**src/rtl/alu_pkg.sv**
```systemverilog
// Shared definitions for the ALU shift stage: the op-select encoding
// carried on in_sel and used by the shifter.
package alu_pkg;

    typedef enum logic [1:0] {
        SH_SHL = 2'b00,
        SH_SHR = 2'b01,
        SH_ROL = 2'b10,
        SH_ROR = 2'b11
    } sh_op_e;

endpackage

```
**src/rtl/alu_shift_stage_if.sv**
```systemverilog
// Request/response bundle for alu_shift_stage; the bench drives the master side,
// the stage sits on the slave side.
interface alu_shift_stage_if #(
    parameter int width     = 8,
    parameter int cnt_width = 3
);
    // Handshake: a transfer happens on a rising edge where valid && ready; the
    // sender holds its payload steady until then, and ready may depend on valid.
    logic                 in_valid;
    logic                 in_ready;
    logic [width-1:0]     in_a;
    logic [cnt_width-1:0] in_cnt;
    logic [1:0]           in_sel;
    logic                 out_valid;
    logic                 out_ready;
    logic [width-1:0]     out_res;
    logic                 out_co;
    logic                 out_z;
    logic                 out_n;

    modport master (
        output in_valid, in_a, in_cnt, in_sel, out_ready,
        input  in_ready, out_valid, out_res, out_co, out_z, out_n
    );

    modport slave (
        input  in_valid, in_a, in_cnt, in_sel, out_ready,
        output in_ready, out_valid, out_res, out_co, out_z, out_n
    );
endinterface

```
**src/rtl/ALU_Shift.sv**
```systemverilog
// Combinational shifter/rotator placed between the two pipeline stages;
// produces the result and the carry for all four ops.
module ALU_Shift
    import alu_pkg::*;
#(
    parameter int width     = 8,
    parameter int cnt_width = 3
) (
    input  logic [width-1:0]     a,
    input  logic [cnt_width-1:0] cnt,
    input  sh_op_e               sel,
    output logic [width-1:0]     res,
    output logic                 co
);

    logic [width:0]       shl_w;
    logic [width:0]       shr_w;
    logic [width-1:0]     rol_w;
    logic [width-1:0]     ror_w;
    logic [cnt_width-1:0] l_idx;
    logic [cnt_width-1:0] r_idx;

    always_comb begin
        // The extra bit catches the last bit shifted out, which is the carry.
        shl_w = {1'b0, a} << cnt;
        shr_w = {a, 1'b0} >> cnt;
        rol_w = '0;
        ror_w = '0;
        l_idx = '0;
        r_idx = '0;
        // width == 2**cnt_width, so index arithmetic wraps modulo width for free.
        for (int i = 0; i < width; i++) begin
            l_idx    = cnt_width'(i) - cnt;
            r_idx    = cnt_width'(i) + cnt;
            rol_w[i] = a[l_idx];
            ror_w[i] = a[r_idx];
        end
        res = '0;
        co  = 1'b0;
        case (sel)
            SH_SHL: begin
                res = shl_w[width-1:0];
                co  = shl_w[width];
            end
            SH_SHR: begin
                res = shr_w[width:1];
                co  = shr_w[0];
            end
            SH_ROL: begin
                res = rol_w;
                co  = rol_w[0];
            end
            SH_ROR: begin
                res = ror_w;
                co  = ror_w[width-1];
            end
            default: begin
                res = '0;
                co  = 1'b0;
            end
        endcase
    end

endmodule

```
**src/rtl/alu_shift_stage.sv**
```systemverilog
// Two-stage shift/rotate pipeline with valid/ready on both sides.
// Define ALU_SHIFT_STAGE_FLAGS_EN to compute and register the zero/negative flags.
module alu_shift_stage
    import alu_pkg::*;
#(
    parameter int width     = 8,
    parameter int cnt_width = 3
) (
    input  logic             clk,
    input  logic             rst,
    alu_shift_stage_if.slave io
);

    logic                 s1_valid_q, s1_valid_d;
    logic [width-1:0]     s1_a_q, s1_a_d;
    logic [cnt_width-1:0] s1_cnt_q, s1_cnt_d;
    sh_op_e               s1_sel_q, s1_sel_d;
    logic                 out_valid_q, out_valid_d;
    logic [width-1:0]     out_res_q, out_res_d;
    logic                 out_co_q, out_co_d;

    logic                 advance;
    logic                 in_ready_w;
    logic                 accept;
    logic                 load_res;
    logic [width-1:0]     sh_res;
    logic                 sh_co;

    ALU_Shift #(
        .width     (width),
        .cnt_width (cnt_width)
    ) u_shift (
        .a   (s1_a_q),
        .cnt (s1_cnt_q),
        .sel (s1_sel_q),
        .res (sh_res),
        .co  (sh_co)
    );

    always_comb begin
        // Stage 2 frees up when empty or being popped; stage 1 moves under the same condition.
        advance    = !out_valid_q || io.out_ready;
        in_ready_w = !rst && (!s1_valid_q || advance);
        accept     = io.in_valid && in_ready_w;
        load_res   = advance && s1_valid_q;

        s1_valid_d = s1_valid_q;
        s1_a_d     = s1_a_q;
        s1_cnt_d   = s1_cnt_q;
        s1_sel_d   = s1_sel_q;
        if (accept) begin
            s1_valid_d = 1'b1;
            s1_a_d     = io.in_a;
            s1_cnt_d   = io.in_cnt;
            s1_sel_d   = sh_op_e'(io.in_sel);
        end else if (advance) begin
            s1_valid_d = 1'b0;
        end

        out_valid_d = out_valid_q;
        out_res_d   = out_res_q;
        out_co_d    = out_co_q;
        if (advance) begin
            out_valid_d = s1_valid_q;
        end
        if (load_res) begin
            out_res_d = sh_res;
            out_co_d  = sh_co;
        end
    end

    always_ff @(posedge clk) begin
        if (rst) begin
            s1_valid_q  <= 1'b0;
            s1_a_q      <= '0;
            s1_cnt_q    <= '0;
            s1_sel_q    <= SH_SHL;
            out_valid_q <= 1'b0;
            out_res_q   <= '0;
            out_co_q    <= 1'b0;
        end else begin
            s1_valid_q  <= s1_valid_d;
            s1_a_q      <= s1_a_d;
            s1_cnt_q    <= s1_cnt_d;
            s1_sel_q    <= s1_sel_d;
            out_valid_q <= out_valid_d;
            out_res_q   <= out_res_d;
            out_co_q    <= out_co_d;
        end
    end

`ifdef ALU_SHIFT_STAGE_FLAGS_EN
    logic out_z_q, out_z_d;
    logic out_n_q, out_n_d;

    always_comb begin
        out_z_d = out_z_q;
        out_n_d = out_n_q;
        if (load_res) begin
            out_z_d = (sh_res == '0);
            out_n_d = sh_res[width-1];
        end
    end

    always_ff @(posedge clk) begin
        if (rst) begin
            out_z_q <= 1'b0;
            out_n_q <= 1'b0;
        end else begin
            out_z_q <= out_z_d;
            out_n_q <= out_n_d;
        end
    end

    assign io.out_z = out_z_q;
    assign io.out_n = out_n_q;
`else
    assign io.out_z = 1'b0;
    assign io.out_n = 1'b0;
`endif

    assign io.in_ready  = in_ready_w;
    assign io.out_valid = out_valid_q;
    assign io.out_res   = out_res_q;
    assign io.out_co    = out_co_q;

endmodule
```
**src/flat_wrapper.sv**
```systemverilog
// flat-port wrapper written by rule: the top's interface ports become plain ports
module alu_shift_stage_flat import alu_pkg::*;
#(
    parameter int width     = 8,
    parameter int cnt_width = 3
)
  (clk, rst, io_in_valid, io_in_a, io_in_cnt, io_in_sel, io_out_ready, io_in_ready, io_out_valid, io_out_res, io_out_co, io_out_z, io_out_n);
  alu_shift_stage_if #(.width(width), .cnt_width(cnt_width)) io_i ();
  input  logic clk;
  input  logic rst;
  input wire logic [$bits(io_i.in_valid)-1:0] io_in_valid;
  input wire logic [$bits(io_i.in_a)-1:0] io_in_a;
  input wire logic [$bits(io_i.in_cnt)-1:0] io_in_cnt;
  input wire logic [$bits(io_i.in_sel)-1:0] io_in_sel;
  input wire logic [$bits(io_i.out_ready)-1:0] io_out_ready;
  output wire logic [$bits(io_i.in_ready)-1:0] io_in_ready;
  output wire logic [$bits(io_i.out_valid)-1:0] io_out_valid;
  output wire logic [$bits(io_i.out_res)-1:0] io_out_res;
  output wire logic [$bits(io_i.out_co)-1:0] io_out_co;
  output wire logic [$bits(io_i.out_z)-1:0] io_out_z;
  output wire logic [$bits(io_i.out_n)-1:0] io_out_n;
  assign io_i.in_valid = io_in_valid;
  assign io_i.in_a = io_in_a;
  assign io_i.in_cnt = io_in_cnt;
  assign io_i.in_sel = io_in_sel;
  assign io_i.out_ready = io_out_ready;
  assign io_in_ready = io_i.in_ready;
  assign io_out_valid = io_i.out_valid;
  assign io_out_res = io_i.out_res;
  assign io_out_co = io_i.out_co;
  assign io_out_z = io_i.out_z;
  assign io_out_n = io_i.out_n;
  alu_shift_stage #(.width(width), .cnt_width(cnt_width)) u_core (.clk(clk), .rst(rst), .io(io_i));
endmodule
```
**config.mk**
```make
export PLATFORM = sky130hd
export DESIGN_NAME = alu_shift_stage_flat
export DESIGN_NICKNAME = d
export VERILOG_FILES = /design/src/rtl/alu_pkg.sv /design/src/rtl/alu_shift_stage_if.sv /design/src/rtl/ALU_Shift.sv /design/src/rtl/alu_shift_stage.sv /design/src/flat_wrapper.sv
export SDC_FILE = /design/constraint.sdc
export NUM_CORES = 1
export LEC_CHECK = 0
export CAP_MARGIN = 20
export CORE_MARGIN = 10
export CORE_UTILIZATION = 25
export CTS_BUF_LIST = sky130_fd_sc_hd__clkbuf_8 sky130_fd_sc_hd__clkbuf_16
export DETAILED_ROUTE_END_ITERATION = 8
export PLACE_DENSITY_LB_ADDON = 0.2
export SLEW_MARGIN = 20
export SYNTH_ARGS = -nofsm -noshare
export SYNTH_HDL_FRONTEND = slang
export SYNTH_SLANG_ARGS = --single-unit
export TNS_END_PERCENT = 10
```
**constraint.sdc**
```tcl
create_clock -name clk -period 3.5 [get_ports clk]
set_input_delay 0.7 -clock clk [delete_from_list [all_inputs] [get_ports clk]]
set_output_delay 0.7 -clock clk [all_outputs]
set_load 0.1 [all_outputs]
```
==> flow_summary_export.csv <==
group,metric,value,unit
pwr,p_per_area,348,nW/um^2
grt,grt_pass1_vias,1964,
clocking,cts_htree_levels,1,
layout,antennaDiodeCount,0,
synth,syn_area_per_cell,8.29,sq um
floorplan,fp.dieW,115,um
sta,fin_skew,0.00713,ns
detailed_routing,drt-initial-drc-count,135,
worst_setup_path,startpoint_type,"input port",
placed_design,dpl.cell_count,379,
worst_setup_path,cp-startpoint,"io_out_ready",
floorplan,die_area,13200,sq um
clocking,cts_resized,0,
clocking,clockBufferDepth,2,
clocking,cts_root_buf,"clkbuf_8",
worst_hold_path,hp-class,"reg -> reg",
sta,hold_ws,0.501,ns
clocking,numCtsBuffers,3,
clocking,post_cts_buffers,0,
synth,yosysSeqAreaShare,0.214,
floorplan,row_count,34,
synth,syn_area,2250,sq um
layout,nets,295,
sta,hold_viol,0,
detailed_routing,wl,6.47,mm
clocking,clock_latency,0.27,ns
layout,final_util,0.295,
grt,grt_max_degree,32,
worst_setup_path,cp.required,2.80,ns
worst_setup_path,cp_max_fo,5,
sta,finalMaxSlewViolations,0,
worst_setup_path,rr_startpoint,"u_core.s1_cnt_q[0]$_SDFFE_PP0P_",
layout,seq_area,480,sq um
worst_setup_path,arrival,1.83,ns
layout,multi_input_area,1570,sq um
clocking,numClockSinks,24,
synth,synth_warnings,0,
worst_setup_path,cp-end-kind,"primary output",
clocking,cts_tree,"done",
synth,async_reset_ff_frac,0,
run,cap_violations,0,
placed_design,dp_hpwl,4.69,mm
synth,synth_edf_count,0,
floorplan,io_pins,30,
sta,relSlewSlack,0.346,
placed_design,placed_area,2520,sq um
pwr,leakagePower,0.923,nW
detailed_routing,avgRoutedWirePerCell,16.9,um
synth,syn_inst,271,
sta,setup_tns,0,ns
layout,drive_above_1_share,0.116,
layout,final_cells,383,
grt,grt_pass1_wl,10.8,mm
synth,ys.flop_type,"dfxtp_1",
detailed_routing,viasPerCell,5.25,
detailed_routing,vias,2011,
synth,yosysUniqueCellTypes,53,
sta,worst_slew_pin_slew,0.979,ns
floorplan,die_h,115,um
detailed_routing,drc_errors,0,
layout,n_fill_cell,958,
grt,antenna_found_initial,0,
grt,overflow,0,
sta,max_freq,0.396,GHz
placed_design,routabilityCongestion,0.822,
clocking,ctsHoldBuffers,0,
layout,final_area,2570,sq um
layout,area_delta_synth_final,14.7,%
worst_setup_path,worst-r2r-cell-count,7,
worst_setup_path,endpoint,"io_in_ready",
floorplan,start_util,0.258,
worst_hold_path,min_delay_path_depth,2,
worst_setup_path,rr_endpoint,"u_core.io.out_res[4]$_SDFFE_PP0P_",
floorplan,coreArea,8720,sq um
sta,fin_crit,2.53,ns
synth,ys_ff_latch,24,
sta,rsz0062_at_grt,"no",
detailed_routing,ant_nets,0,
sta,period_share,0.721,
grt,grt_usage,0.0972,
clocking,clk_pin_slew,0.09,ns
status,status,"finished, final reports clean",
sta,setup_viol,0,
worst_setup_path,rrSetupSlack,1.09,ns
pwr,ir_drop,137,uV
worst_setup_path,crit_type,"in -> out",
placed_design,port_buffers,27,
detailed_routing,drt_first_pass_iters,4,
[routing by layer]
metal / GRT usage / share of wire / up-vias / wire length, um
li1: - / - / 1002 / -
met3: 0.0234 / 0.059 / 4 / 380
met5: 0 / 0 / - / 0
met2: 0.140 / 0.42 / 56 / 2700
met1: 0.148 / 0.52 / 949 / 3360
met4: 0.00660 / 0.0036 / 0 / 23
[where the power goes]
part	internal [mW]	total, mW	switching, mW
registers	0.293	0.333	0.0395
clock network	0.101	0.194	0.0939
logic	0.142	0.368	0.226
total	0.536	0.895	0.359
[sequential cells by signal (all words and copies together), names as in the netlist]
| name | flops |
|---|---|
| u_core.io.out_res | 8 |
| u_core.s1_a_q | 8 |
| u_core.io.out_valid | 1 |
| u_core.s1_sel_q | 2 |
| u_core.s1_valid_q | 1 |
| u_core.s1_cnt_q | 3 |
| u_core.io.out_co | 1 |
[layout by cell type (no fill, tap or decap), types with 5 or more instances in the layout]
cell	instances
nand2_1	36
nor2_1	32
clkdlybuf4s50_1	25
dfxtp_1	24
mux2i_1	17
nand3b_1	12
a21oi_1	11
mux4_2	9
nor3_1	9
o21ai_0	8
mux2_2	6
a31oi_1	6
nand3_1	6
buf_4	6
nor2b_1	5
mux4_1	5
o31ai_1	5
[stage by stage]
step,setup slack (ns),power [mW]
5_1_grt,0.893,0.950
3_3_place_gp,0.881,0.706
4_1_cts,0.970,0.906
2_1_floorplan,0.0846,0.621
3_5_place_dp,0.746,0.704
6_report,0.975,0.895
[kinds of logic after synthesis]
kind of cell / count (synthesis) / share of synthesized area
muxes: 37 / 0.255
and+or+nand+nor: 105 / 0.215
adders and majority gates: 2 / 0.0111
xor gates and xnor gates: 2 / 0.00780
other: 1 / 0.00167
DFF: 24 / 0.214
buffers and inverters: 39 / 0.0902
AOI/OAI and AO/OA: 61 / 0.206
[synthesized netlist by cell type (all sizes together) (5+ instances only)]
cell / instances / area [sq um]
nand2: 36 / 135
nor2: 32 / 120
dfxtp: 24 / 480
buf: 19 / 126
mux2i: 17 / 170
clkbuf: 14 / 53.8
mux4: 14 / 334
nand3b: 12 / 90.1
a21oi: 11 / 55.1
nor3: 9 / 45.0
o21ai: 9 / 45.0
a31oi: 6 / 37.5
mux2: 6 / 67.6
nand3: 6 / 30.0
a211oi: 5 / 42.5
nor2b: 5 / 31.3
o31ai: 5 / 37.5
[cell type report]
cell class,instances,share of cell area
Multi-Input combinational cell,209,0.608
Sequential cell,24,0.187
Timing Repair Buffer,32,0.122
Tap cell,108,0.0525
Clock buffer,4,0.0214
Inverter,6,0.00875
[worst min path at each step]
| stage | from | end | slack (ns) |
|---|---|---|---|
| 2_1_floorplan | u_core.s1_valid_q$_SDFFE_PP0P_ | u_core.io.out_valid$_SDFFE_PP0P_ | 0.50 |
| 3_3_place_gp | u_core.io.out_res[7]$_SDFFE_PP0P_ | u_core.io.out_res[7]$_SDFFE_PP0P_ | 0.48 |
| 3_5_place_dp | u_core.io.out_res[7]$_SDFFE_PP0P_ | u_core.io.out_res[7]$_SDFFE_PP0P_ | 0.48 |
| 4_1_cts | u_core.io.out_res[7]$_SDFFE_PP0P_ | u_core.io.out_res[7]$_SDFFE_PP0P_ | 0.50 |
| 5_1_grt | u_core.io.out_res[7]$_SDFFE_PP0P_ | u_core.io.out_res[7]$_SDFFE_PP0P_ | 0.54 |
| 6_report | u_core.io.out_res[7]$_SDFFE_PP0P_ | u_core.io.out_res[7]$_SDFFE_PP0P_ | 0.50 |
[worst max-delay path, cell delays in order]
cell	delay [ns]
clkdlybuf4s50_1	0.45
nor2b_1	0.08
a21oi_1	0.36
buf_12	0.23
No activity file was read; power rests on OpenSTA's default activity.
